[config.mk]
export PLATFORM = sky130hd
export DESIGN_NAME = ping_pong_scheduler
export DESIGN_NICKNAME = d
export VERILOG_FILES = /design/src/rtl/ping_pong_scheduler_pkg.sv /design/src/rtl/ping_pong_scheduler_inflight_counter.sv /design/src/rtl/ping_pong_scheduler.sv
export SDC_FILE = /design/constraint.sdc
export NUM_CORES = 1
export LEC_CHECK = 0
export BUFFER_PORTS_ARGS = -buffer_cell sky130_fd_sc_hd__buf_2
export CAP_MARGIN = 20
export CORE_ASPECT_RATIO = 1.1
export CORE_UTILIZATION = 25
export DETAILED_ROUTE_END_ITERATION = 8
export PLACE_DENSITY = 0.54
export SLEW_MARGIN = 20
export SYNTH_ARGS = -nofsm -noshare
export SYNTH_HDL_FRONTEND = slang
export SYNTH_SLANG_ARGS = --single-unit
[constraint.sdc]
create_clock -name clk -period 2.5 [get_ports clk]
set_input_delay 0.25 -clock clk [delete_from_list [all_inputs] [get_ports clk]]
set_output_delay 0.25 -clock clk [all_outputs]
set_load 0.01 [all_outputs]
[src/rtl/ping_pong_scheduler_pkg.sv]
// ping_pong_scheduler_pkg
//   Definitions shared by the ping-pong character buffer and its scheduler:
//   the scheduler state encoding and default widths for PCs, characters,
//   FIFO occupancy and the in-flight instruction counter.
package ping_pong_scheduler_pkg;

    localparam int unsigned PP_DATA_WIDTH     = 9;
    localparam int unsigned PP_COUNT_WIDTH    = 5;
    localparam int unsigned PP_CHAR_WIDTH     = 8;
    localparam int unsigned PP_INFLIGHT_WIDTH = 4;

    typedef enum logic [2:0] {
        ST_IDLE  = 3'd0,
        ST_FETCH = 3'd1,
        ST_RUN   = 3'd2,
        ST_SWAP  = 3'd3,
        ST_DRAIN = 3'd4,
        ST_DONE  = 3'd5
    } sched_state_e;

endpackage

[src/rtl/ping_pong_scheduler_inflight_counter.sv]
// inflight_counter
//   Up/down count of instructions handed to the execution engine and not yet
//   retired. Increment and decrement in the same cycle cancel. The count
//   never wraps: increments stop at all-ones and decrements stop at zero.
//
// Ports
//   clk      clock
//   rst      synchronous active-high reset, clears the count
//   inc_i    one instruction dispatched this cycle
//   dec_i    one instruction retired this cycle
//   count_o  current number of in-flight instructions
//   zero_o   count is zero
//   max_o    count is at its maximum (all ones)
module inflight_counter
    import ping_pong_scheduler_pkg::*;
#(
    parameter int unsigned WIDTH = PP_INFLIGHT_WIDTH
) (
    input  logic             clk,
    input  logic             rst,
    input  logic             inc_i,
    input  logic             dec_i,
    output logic [WIDTH-1:0] count_o,
    output logic             zero_o,
    output logic             max_o
);

    logic [WIDTH-1:0] count_q;
    logic [WIDTH-1:0] count_d;

    assign zero_o  = (count_q == '0);
    assign max_o   = (count_q == {WIDTH{1'b1}});
    assign count_o = count_q;

    always_comb begin
        count_d = count_q;
        if (inc_i && !dec_i && !max_o) begin
            count_d = count_q + WIDTH'(1);
        end else if (dec_i && !inc_i && !zero_o) begin
            count_d = count_q - WIDTH'(1);
        end
    end

    always_ff @(posedge clk) begin
        if (rst) begin
            count_q <= '0;
        end else begin
            count_q <= count_d;
        end
    end

endmodule

[src/rtl/ping_pong_scheduler.sv]
// ping_pong_scheduler
//   Sits in front of the ping-pong character buffer. Owns the buffer role
//   select, pops PCs from the current-character FIFO into a one-entry
//   dispatch slot, hands them to the execution engine with the current
//   character, tracks in-flight work, swaps buffers and fetches the next
//   character once the current one is drained, and reports match/no-match.
//   After an accept both FIFOs are flushed before reporting.
//
// Ports
//   clk, rst                 clock, synchronous active-high reset
//   start, start_pc          begin a match from start_pc (IDLE/DONE only)
//   char_in_*                input character stream (valid/ready/data/last)
//   cur_is_even_character    buffer role select, registered
//   cur_fifo_*               current-character FIFO head (FWFT) and pop
//   next_fifo_*              next-character FIFO status and pop (drain only)
//   dispatch_*               instruction to engine (registered valid/pc/char)
//   retire                   one pulse per retired instruction
//   accept                   engine reached an accept instruction
//   done, match              result, match valid while done is high
//
// State table
//   state  | meaning
//   IDLE   | waiting for start after reset
//   FETCH  | fetching the first character; slot is loaded with start_pc
//   RUN    | dispatching PCs of the current character
//   SWAP   | current character drained; fetching the next one
//   DRAIN  | accept seen; flushing both FIFOs and waiting for retires
//   DONE   | result held until the next start
module ping_pong_scheduler
    import ping_pong_scheduler_pkg::*;
#(
    parameter int unsigned DATA_WIDTH     = PP_DATA_WIDTH,
    parameter int unsigned COUNT_WIDTH    = PP_COUNT_WIDTH,
    parameter int unsigned CHAR_WIDTH     = PP_CHAR_WIDTH,
    parameter int unsigned INFLIGHT_WIDTH = PP_INFLIGHT_WIDTH
) (
    input  logic                   clk,
    input  logic                   rst,

    input  logic                   start,
    input  logic [DATA_WIDTH-1:0]  start_pc,

    input  logic                   char_in_valid,
    output logic                   char_in_ready,
    input  logic [CHAR_WIDTH-1:0]  char_in_data,
    input  logic                   char_in_last,

    output logic                   cur_is_even_character,

    input  logic                   cur_fifo_valid,
    input  logic [DATA_WIDTH-1:0]  cur_fifo_data,
    output logic                   cur_fifo_ready,

    input  logic                   next_fifo_valid,
    output logic                   next_fifo_ready,
    input  logic [COUNT_WIDTH-1:0] next_fifo_count,

    output logic                   dispatch_valid,
    input  logic                   dispatch_ready,
    output logic [DATA_WIDTH-1:0]  dispatch_pc,
    output logic [CHAR_WIDTH-1:0]  dispatch_char,

    input  logic                   retire,
    input  logic                   accept,

    output logic                   done,
    output logic                   match
);

    localparam logic [INFLIGHT_WIDTH:0] INFLIGHT_MAX = {1'b0, {INFLIGHT_WIDTH{1'b1}}};

    sched_state_e          state_q, state_d;
    logic [DATA_WIDTH-1:0] start_pc_q, start_pc_d;
    logic [DATA_WIDTH-1:0] slot_pc_q, slot_pc_d;
    logic                  slot_valid_q, slot_valid_d;
    logic [CHAR_WIDTH-1:0] char_q, char_d;
    logic                  last_q, last_d;
    logic                  cur_even_q, cur_even_d;
    logic                  done_q, done_d;
    logic                  match_q, match_d;

    logic [INFLIGHT_WIDTH-1:0] inflight;
    logic                      inflight_zero;
    logic                      inflight_max;
    logic [INFLIGHT_WIDTH:0]   committed;
    logic                      take;
    logic                      room;

    // A handshake always counts, even in the cycle accept discards the slot:
    // the engine has taken the instruction and will retire it.
    assign take = slot_valid_q && dispatch_ready;

    // Instructions already in flight plus the one parked in the slot. A new
    // pop is allowed only if that total is still below the counter maximum,
    // so the counter can never be asked to go past all-ones.
    assign committed = {1'b0, inflight} + {{INFLIGHT_WIDTH{1'b0}}, slot_valid_q};
    assign room      = !inflight_max && (committed < INFLIGHT_MAX);

    inflight_counter #(
        .WIDTH (INFLIGHT_WIDTH)
    ) u_inflight (
        .clk     (clk),
        .rst     (rst),
        .inc_i   (take),
        .dec_i   (retire),
        .count_o (inflight),
        .zero_o  (inflight_zero),
        .max_o   (inflight_max)
    );

    always_comb begin
        state_d         = state_q;
        start_pc_d      = start_pc_q;
        slot_pc_d       = slot_pc_q;
        slot_valid_d    = slot_valid_q && !take;
        char_d          = char_q;
        last_d          = last_q;
        cur_even_d      = cur_even_q;
        done_d          = done_q;
        match_d         = match_q;
        char_in_ready   = 1'b0;
        cur_fifo_ready  = 1'b0;
        next_fifo_ready = 1'b0;

        case (state_q)
            ST_IDLE, ST_DONE: begin
                if (start) begin
                    start_pc_d = start_pc;
                    done_d     = 1'b0;
                    match_d    = 1'b0;
                    state_d    = ST_FETCH;
                end
            end

            ST_FETCH: begin
                char_in_ready = 1'b1;
                if (char_in_valid) begin
                    char_d       = char_in_data;
                    last_d       = char_in_last;
                    slot_valid_d = 1'b1;
                    slot_pc_d    = start_pc_q;
                    state_d      = ST_RUN;
                end
            end

            ST_RUN: begin
                if (accept) begin
                    match_d      = 1'b1;
                    slot_valid_d = 1'b0;
                    state_d      = ST_DRAIN;
                end else if ((!slot_valid_q || take) && cur_fifo_valid && room) begin
                    cur_fifo_ready = 1'b1;
                    slot_valid_d   = 1'b1;
                    slot_pc_d      = cur_fifo_data;
                end else if (!slot_valid_q && !cur_fifo_valid && inflight_zero && !retire) begin
                    // Current character fully drained. Nothing queued for the
                    // next character, or no next character: no match.
                    if ((next_fifo_count == '0) || last_q) begin
                        done_d  = 1'b1;
                        match_d = 1'b0;
                        state_d = ST_DONE;
                    end else begin
                        state_d = ST_SWAP;
                    end
                end
            end

            ST_SWAP: begin
                char_in_ready = 1'b1;
                if (char_in_valid) begin
                    cur_even_d = !cur_even_q;
                    char_d     = char_in_data;
                    last_d     = char_in_last;
                    state_d    = ST_RUN;
                end
            end

            ST_DRAIN: begin
                cur_fifo_ready  = cur_fifo_valid;
                next_fifo_ready = next_fifo_valid;
                if (!cur_fifo_valid && !next_fifo_valid && inflight_zero) begin
                    done_d  = 1'b1;
                    state_d = ST_DONE;
                end
            end

            default: begin
                state_d = ST_IDLE;
            end
        endcase
    end

    always_ff @(posedge clk) begin
        if (rst) begin
            state_q      <= ST_IDLE;
            start_pc_q   <= '0;
            slot_pc_q    <= '0;
            slot_valid_q <= 1'b0;
            char_q       <= '0;
            last_q       <= 1'b0;
            cur_even_q   <= 1'b1;
            done_q       <= 1'b0;
            match_q      <= 1'b0;
        end else begin
            state_q      <= state_d;
            start_pc_q   <= start_pc_d;
            slot_pc_q    <= slot_pc_d;
            slot_valid_q <= slot_valid_d;
            char_q       <= char_d;
            last_q       <= last_d;
            cur_even_q   <= cur_even_d;
            done_q       <= done_d;
            match_q      <= match_d;
        end
    end

    assign cur_is_even_character = cur_even_q;
    assign dispatch_valid        = slot_valid_q;
    assign dispatch_pc           = slot_pc_q;
    assign dispatch_char         = char_q;
    assign done                  = done_q;
    assign match                 = match_q;

endmodule

* After elaboration in Yosys (flattened, before gate mapping)
Index checks and enable logic that the tools add are counted.
** Storage, ports and cells
- Register bits after elaboration :: 38
- Bits of input ports :: 41
- Output and inout bits :: 24
- Logic and storage cells :: 107
** Cells by class
- $add $sub $neg :: 3
- Magnitude comparators :: 1
- Equality and inequality tests :: 18
- Muxes and demuxes :: 35
- Reduce and logical (&&, ||, !) cells :: 40
** Operators by type and width (count)
- $mux W9 :: 3
- $mux W3 :: 7
- $pmux W9 S2 :: 1
- $mux W1 :: 17
- $ne A2 B2 Y1 const B :: 8
- $logic_and A1 B1 Y1 :: 14
- $pmux W3 S4 :: 1
- $reduce_and A5 Y1 :: 2
- $ne A3 B3 Y1 const B :: 3
- $logic_not A1 Y1 :: 8
- $mux W4 :: 2
- $reduce_and A7 Y1 :: 1
- $eq A3 B2 Y1 const B :: 2
- $eq A3 B3 Y1 const B :: 2
- $pmux W1 S2 :: 3
- $reduce_and A2 Y1 :: 3
- $reduce_bool A2 Y1 :: 3
- $add A4 B1 Y5 :: 1
- $logic_not A5 Y1 :: 1
- $lt A5 B4 Y1 const B :: 1
- $add A4 B1 Y4 const B :: 1
- $eq A4 B4 Y1 const B :: 1
- $logic_not A4 Y1 :: 1
- $reduce_and A4 Y1 :: 1
- 8 further kinds :: 10

* Longest topological paths before layout
Gate-level depths: netlist of run 1.
- Word-level depth :: 8
- Mapped depth :: 8
- Mapped depth without buffers :: 8

* Cells and area by module
From an unflattened synthesis of run 1, not the netlist that was laid out.
** Unflattened totals
- Cells, all modules :: 216
- Area total of the unflattened synthesis :: 1940.6 µm²
** Modules (own cells, without submodules)
- ping_pong_scheduler :: instances 1, cells an instance 188, area an instance 1652.8 µm², sequential area each 680.7 µm²
- inflight_counter :: instances 1, cells an instance 28, area an instance 287.8 µm², sequential area each 80.1 µm²

* Worst setup path after synthesis of run 1
Ideal clock, no wire load.
- Kind :: register to register
- Start :: reg slot_valid_q, in the netlist dispatch_valid
- End :: reg slot_pc_q[0], in the netlist dispatch_pc[0]
- Library setup time :: 0.119 ns
- Arrival :: 1.960 ns
- Required time :: 2.381 ns
- Slack :: 0.422 ns
- Stages on the path, launching flop included :: 9
- Buffers on the path :: 1
- Period minus slack after synthesis :: 2.078 ns
- Cells stage by stage :: dfxtp_1 -> ha_1 -> ha_1 -> nand2b_1 -> a221oi_1 -> a31oi_1 -> a32o_1 -> clkbuf_1 -> o221a_2
** On the way
- Word-level cells in the longest chain between the ends :: 6
- Elaborated cells between the ends (all ways) :: 10
- Classes of those cells :: add/sub (1); order compare (1); eq/ne (1); reduce/logical (7)
** RTL lines
- from (decl) :: RTL line ping_pong_scheduler.sv:75 : logic slot_valid_q, slot_valid_d;
- from (signal assigned) :: RTL line ping_pong_scheduler.sv:208 : slot_valid_q <= slot_valid_d;
- $add A4 B1 Y5 (tied with other cells) :: RTL line ping_pong_scheduler.sv:96 : assign committed = {1'b0, inflight} + {{INFLIGHT_WIDTH{1'b0}}, slot_valid_q};
- $lt A5 B4 Y1 / $logic_or A1 B1 Y1 (equally long branches) :: RTL line ping_pong_scheduler.sv:97, ping_pong_scheduler.sv:151
- $logic_and A1 B1 Y1, on equally long branches :: RTL line ping_pong_scheduler.sv:97, ping_pong_scheduler.sv:151
- $logic_and A1 B1 Y1 (*) :: RTL line ping_pong_scheduler.sv:151 : end else if ((!slot_valid_q || take) && cur_fifo_valid && room) begin
- $ne A2 B2 Y1 (no source line) (*)
- $reduce_and A4 Y1 (no source line) (*)
- to (signal assigned) :: RTL line ping_pong_scheduler.sv:207 : slot_pc_q <= slot_pc_d;
- to (decl) :: RTL line ping_pong_scheduler.sv:74 : logic [DATA_WIDTH-1:0] slot_pc_q, slot_pc_d;
Every way passes the cells marked *; elsewhere a longest branch is shown, timed or not.
A chain may end at the register's enable or synchronous reset.

* Worst setup path after layout of run 1
- Start :: reg slot_valid_q, in the netlist dispatch_valid
- End :: out cur_fifo_ready
** On the way
- Word-level cells in the longest chain between the ends :: 7
- Elaborated cells between the ends (all ways) :: 11
- Classes of those cells :: add/sub (1); order compare (1); mux (3); reduce/logical (6)
** RTL lines
- $add A4 B1 Y5 (tied with other cells) :: RTL line ping_pong_scheduler.sv:96
- $lt A5 B4 Y1 / $logic_or A1 B1 Y1 (equally long branches) :: RTL line ping_pong_scheduler.sv:97, ping_pong_scheduler.sv:151
- $logic_and A1 B1 Y1, on equally long branches :: RTL line ping_pong_scheduler.sv:97, ping_pong_scheduler.sv:151
- $logic_and A1 B1 Y1 (*) :: RTL line ping_pong_scheduler.sv:151
- $mux W1 (*) :: RTL line ping_pong_scheduler.sv:151
- $mux W1 (*) :: RTL line ping_pong_scheduler.sv:147 : if (accept) begin
- $pmux W1 S2 (*) :: RTL line ping_pong_scheduler.sv:125 : case (state_q)
- to (decl) :: RTL line ping_pong_scheduler.sv:52 : output logic cur_fifo_ready,
Marked as above.

==> results.yml, run 1 <==
floorplan:
  fp.coreArea_um2: 7050
  boundaryPins: 65
  die_w_um: 83.6
  die-area_um2: 7660
  num_rows: 32
  die_h_um: 91.7
  start_util_pct: 26.0
synthesis:
  synth_cells: 211
  ys_seq_area_share_pct: 41.6
  synth_ff_type: "dfxtp_1"
  yosys-mux-area-fraction_pct: 6.57
  yosys.area_share.adder_pct: 3.83
  ys_ff_latch: 38
  synth_xor_area_share_pct: 1.92
  synth.avg_cell_area_um2: 8.67
  async_flop_share_pct: 0
  syn-num-nets: 257
  synth-compound-area-share_pct: 20.2
  synth_top_family_by_area: "simple AND/OR/NAND/NOR gates"
  yosys_warnings: 0
  syn_area_um2: 1830
  yosys.area_share.simple_pct: 22.0
  synth_edf_count: 0
  synthDistinctLibCells: 40
power_and_ir_drop:
  seq_power_share_pct: 39.3
  clkPwrFrac_pct: 18.7
  p_sw_uw: 838
  p_leak_uw: 0.00107
  p_sw_share_pct: 36.8
  p_int_uw: 1440
  comb_power_share_pct: 42.0
  p_per_area_nw_per_um2: 972
  irDropWorstVdd_v: 0.000393
place:
  placed_area_um2: 2250
  post-place-ws_ps: 312
  gp_congestion: 0.750
  io_buffers: 64
  dp_hpwl_um: 3300
clocking:
  cts_root_buf: "clkbuf_8"
  htreeDepth: 2
  clock_path_buffers: 2
  clock-sinks: 38
  clkTransAtPathRegs_ps: 70
  clock_latency_ps: 280
  cts_tree: "yes"
  cts_buffers: 5
grt:
  grt_overflow: 0
  antenna_found_initial: 0
  busiest_layer: "met2"
  gr-usage-all-layers_pct: 12.0
  use_met3_pct: 2.97
  grt_max_degree: 39
  grtUsageMet1_pct: 15.6
  grt_pass1_wl_um: 7440
  use_met2_pct: 19.8
  grt_pass1_vias: 1598
route:
  dr.pass1.iters: 4
  num_vias: 1669
  remaining_drc_errors: 0
  viasPerCell: 4.59
  initialDrtViolationCount: 32
  ant_nets: 0
  routed_wl_um: 4380
  wl_per_cell_um: 12.0
worst_setup_path:
  r2r_end: "dispatch_pc[4]$_SDFFE_PP0P_"
  crit_arrival_ps: 2060
  path_max_fanout: 6
  worst-r2r-cell-count: 7
  rrSetupSlack_ps: 310
  critical_path_class: "reg -> out"
  cp-end-kind: "primary output"
  reg2reg_from: "dispatch_valid$_SDFF_PP0_"
  cp-start-kind: "flop"
  cp.required_ps: 2250
layout:
  drive_gt1_share_pct: 33.7
  fin_area_um2: 2340
  area_delta_synth_final_pct: 27.9
  antenna_cells: 0
  layout.nets: 324
timing:
  clock_skew_ps: 4.16
  final_max_slew_viol_count: 0
  rsz0062_at_grt: "false"
  fin_ws_ps: 195
  worstMarginPinSlew_ps: 706
  finalSetupViolCount: 0
  fin_setup_tns_ps: 0
  fmax_ghz: 0.434
  layout_min_cycle_time_ps: 2310
  final_hold_viol_count: 0
  maxSlewHeadroom_pct: 53.0
  fin_crit_sh_pct: 92.2
min_path:
  min_path_type: "in -> reg"
  min-delay-start: "char_in_data[4]"
  whs_endpoint: "dispatch_char[4]$_SDFFE_PP0P_"
  hold_depth: 3
run:
  timing.max_cap.violations: 0
run_status:
  status: "complete, no violations"
[power groups by stage]
stage | Combinational, uW | Clock, uW | Sequential, uW
6_report | 955 | 425 | 894
3_3_place_gp | 959 | 0 | 907
4_1_cts | 972 | 449 | 894
2_1_floorplan | 681 | 0 | 905
3_5_place_dp | 968 | 0 | 904
5_1_grt | 1080 | 471 | 923
[layout by cell type, fill, tap and decap left out, types with 3 or more instances in the layout]
cell type,synthesis,final
buf_2,0,64
nor2_1,37,37
dfxtp_1,38,37
nand2_1,27,27
a21oi_1,23,23
mux2i_1,12,12
o221a_2,9,9
clkbuf_8,0,6
buf_4,0,6
nand3_1,4,4
nor3_1,4,4
ha_1,4,4
nand2b_1,3,3
and2_1,3,3
inv_1,3,3
[synth_stat cells, types with 2 or more instances]
master / number / area (um^2)
nor3b_1: 2 / 15.0
nand2_1: 27 / 101
nor2b_1: 2 / 12.5
buf_6: 2 / 22.5
and3_1: 2 / 12.5
inv_1: 3 / 11.3
nand3_1: 4 / 20.0
o211ai_1: 2 / 15.0
ha_1: 4 / 50.1
clkbuf_1: 6 / 22.5
o21ai_0: 2 / 10.0
a31oi_1: 2 / 12.5
and2_1: 3 / 18.8
o221a_2: 9 / 101
xnor2_1: 2 / 17.5
a21oi_1: 23 / 115
o21bai_1: 2 / 15.0
mux2i_1: 12 / 120
xor2_1: 2 / 17.5
nor3_1: 4 / 20.0
nand2b_1: 3 / 18.8
nor2_1: 37 / 139
or4_4: 2 / 22.5
dfxtp_1: 38 / 761
[cells by family (layout without fill, tap and decap cells)]
logic type / Yosys count / in the layout
XOR/XNOR: 4 / 4
AND/OR/NAND/NOR: 89 / 89
buffers and inverters: 13 / 81
flip-flops: 38 / 38
AO/OA/AOI/OAI: 50 / 50
multiplexers: 12 / 12
adder cells (fa/ha/maj): 5 / 5
[final cells by class]
type	instances	area, um^2
flip-flops and latches	38	762
inverters	3	11.3
clock buffers	7	86.3
clock inverters	1	5.00
multi-input cells	160	1000
fillers	775	4710
well taps	85	106
repair buffers	70	365
[critical path, cell delays in order (launching register included)]
cell and delay [ps]:
dfxtp_1 370, ha_1 250, ha_1 210, nand2b_1 150, a221oi_1 280, a31oi_1 160
nand3_1 150, nand2_1 60, buf_2 140
[how the worst max path moves through the flow]
stage | start | endpoint | slack (ps) | cells after the start
4_1_cts | u_inflight.count_o[0]$_SDFFE_PP0P_ | cur_fifo_ready | 160 | 8
5_1_grt | dispatch_valid$_SDFF_PP0_ | cur_fifo_ready | 20 | 8
6_report | dispatch_valid$_SDFF_PP0_ | cur_fifo_ready | 190 | 8
3_5_place_dp | u_inflight.count_o[0]$_SDFFE_PP0P_ | dispatch_pc[1]$_SDFFE_PP0P_ | 310 | 7
3_3_place_gp | u_inflight.count_o[0]$_SDFFE_PP0P_ | dispatch_pc[5]$_SDFFE_PP0P_ | 370 | 7
2_1_floorplan | dispatch_valid$_SDFF_PP0_ | dispatch_pc[0]$_SDFFE_PP0P_ | 420 | 8
[timing repair]
| action | in CTS | in global routing |
|---|---|---|
| resized for setup | 0 | 1 |
| hold buffers | 0 | 0 |
| setup buffers | 0 | 0 |
| endpoints found under the setup margin | 0 | 1 |
[state kept, by name, indices dropped and copies added, names as in the netlist]
name                   count
start_pc_q                 9
match                      1
state_q                    3
dispatch_char              8
last_q                     1
u_inflight.count_o         4
dispatch_valid             1
cur_is_even_character      1
done                       1
dispatch_pc                9
[routing by layer]
layer  wire (um)  vias to the layer above
li1            -                      880
met1        2070                      744
met2        2070                       40
met3         205                        5
met4          34                        0
met5           0                        -
[metrics by stage]
step | cells | total power [uW] | util (%) | hold WS [ps]
after CTS | 364 | 2310 | 33.2 | 188
after global placement | 356 | 1870 | 31.9 | 441
final | 364 | 2270 | 33.2 | 198
after detailed placement | 356 | 1870 | 31.9 | 447
after floorplan | 211 | 1590 | - | 347
after global routing | 364 | 2470 | 33.2 | 180
Power figures use the tool's default switching activity.
==> run 2: changes to the inputs <==
clock period = 2.62 ns   (was 2.5 ns; I/O delays follow)
==> results.yml, run 2 (synthesized netlist as in run 1, its figures left out) <==
floorplan:
  fp.coreArea_um2: 7050
  start_util_pct: 26.0
  boundaryPins: 65
  die-area_um2: 7660
  die_h_um: 91.7
  die_w_um: 83.6
  num_rows: 32
grt:
  antenna_found_initial: 0
  grt_pass1_wl_um: 7650
  gr-usage-all-layers_pct: 12.5
  grt_max_degree: 39
  grt_pass1_vias: 1674
  grt_overflow: 0
layout:
  final_util_pct: 33.0
  drive_gt1_share_pct: 33.2
  antenna_cells: 0
  layout_commonest_cell: "buf_2"
  fill_cells: 769
  final_cell_mix: "64 x buf_2, 38 x dfxtp_1, 37 x nor2_1, 27 x nand2_1, 23 x a21oi_1"
  fin_area_um2: 2330
  area_delta_synth_final_pct: 27.2
  layout.nets: 322
worst_setup_path:
  rrSetupSlack_ps: 380
  critical_path_class: "reg -> out"
  crit_arrival_ps: 2150
  path_max_fanout: 12
  worst-r2r-cell-count: 7
  cp-end-kind: "primary output"
  cp.required_ps: 2360
  reg2reg_from: "u_inflight.count_o[0]$_SDFFE_PP0P_"
  r2r_end: "dispatch_pc[1]$_SDFFE_PP0P_"
  cp-start-kind: "flop"
clocking:
  cts_tree: "yes"
  clkTransAtPathRegs_ps: 80
  cts_root_buf: "clkbuf_8"
  cts_resized: 0
  clock-sinks: 38
  cts_buffers: 5
  cts-hold-fix-buffers: 0
  htreeDepth: 2
  clock_path_buffers: 2
  post_cts_buffers: 0
  clock_latency_ps: 290
route:
  remaining_drc_errors: 0
  num_vias: 1707
  dr.pass1.iters: 4
  viasPerCell: 4.72
  wl_per_cell_um: 12.9
  ant_nets: 0
  initialDrtViolationCount: 69
  routed_wl_um: 4650
timing:
  worstMarginPinSlew_ps: 719
  maxSlewHeadroom_pct: 52.0
  final_hold_viol_count: 0
  finalSetupViolCount: 0
  clock_skew_ps: 8.72
  layout_min_cycle_time_ps: 2410
  fmax_ghz: 0.414
  fin_setup_tns_ps: 0
  final_max_slew_viol_count: 0
  rsz0062_at_grt: "false"
  fin_crit_sh_pct: 92.2
place:
  io_buffers: 64
  placed_area_um2: 2230
  gp_congestion: 0.797
  dp_hpwl_um: 3450
power_and_ir_drop:
  p_per_area_nw_per_um2: 937
  irDropWorstVdd_v: 0.000342
  report.power.total_uw: 2180
  p_leak_uw: 0.00106
run:
  timing.max_cap.violations: 0
min_path:
  hold_depth: 3
  whs_endpoint: "dispatch_char[4]$_SDFFE_PP0P_"
  min-delay-start: "char_in_data[4]"
  min_path_type: "in -> reg"
run_status:
  status: "complete, no violations"
[run 2: changes by cell type in the layout (fill, tap and decap cells not counted), sizes merged]
cell | previous run | this run
clkinvlp | 0 | 1
clkbuf | 7 | 6
buf | 70 | 68
[run 2: critical path, stage by stage (launching register included)]
cell and delay, ps:
dfxtp_1 570, or3b_2 510, nor2_1 350, nand3_1 160
nand2_1 120, buf_2 140
[run 2: worst max path at each step]
| stage | slack [ps] | endpoint | from |
|---|---|---|---|
| final | 210 | cur_fifo_ready | state_q[1]$_SDFFE_PP0P_ |
| after floorplan | 540 | dispatch_pc[0]$_SDFFE_PP0P_ | dispatch_valid$_SDFF_PP0_ |
| after global placement | 450 | u_inflight.count_o[3]$_SDFFE_PP0P_ | u_inflight.count_o[1]$_SDFFE_PP0P_ |
| after CTS | 230 | cur_fifo_ready | u_inflight.count_o[0]$_SDFFE_PP0P_ |
| after global routing | 100 | cur_fifo_ready | u_inflight.count_o[0]$_SDFFE_PP0P_ |
| after detailed placement | 400 | dispatch_pc[1]$_SDFFE_PP0P_ | u_inflight.count_o[0]$_SDFFE_PP0P_ |
[run 2: final cells by class]
class / instances / area (um^2) / share of cell area (%)
Multi-Input combinational cell: 160 / 1000 / 43.1
Tap cell: 85 / 106 / 4.57
Clock inverter: 2 / 12.5 / 0.538
Clock buffer: 6 / 82.6 / 3.55
Sequential cell: 38 / 761 / 32.7
Timing Repair Buffer: 68 / 350 / 15.1
Inverter: 3 / 11.3 / 0.484
[run 2: layer usage]
metal  track usage [%]  routed length, um
met5                 0                  0
met4              3.53                 40
met2              22.6               2390
met3              3.69                238
met1              14.1               1990
[run 2: power by group]
group	switching, uW	leakage, uW	internal, uW
combinational	462	0.000697	419
clock	216	0.0000472	212
sequential	150	0.000311	724
[run 2: metrics by stage]
step | worst slack (ps) | instances | hold slack [ps]
2_1_floorplan | 542 | 211 | 359
3_3_place_gp | 455 | 354 | 441
3_5_place_dp | 399 | 354 | 446
4_1_cts | 227 | 362 | 187
5_1_grt | 99.0 | 362 | 183
6_report | 205 | 362 | 199
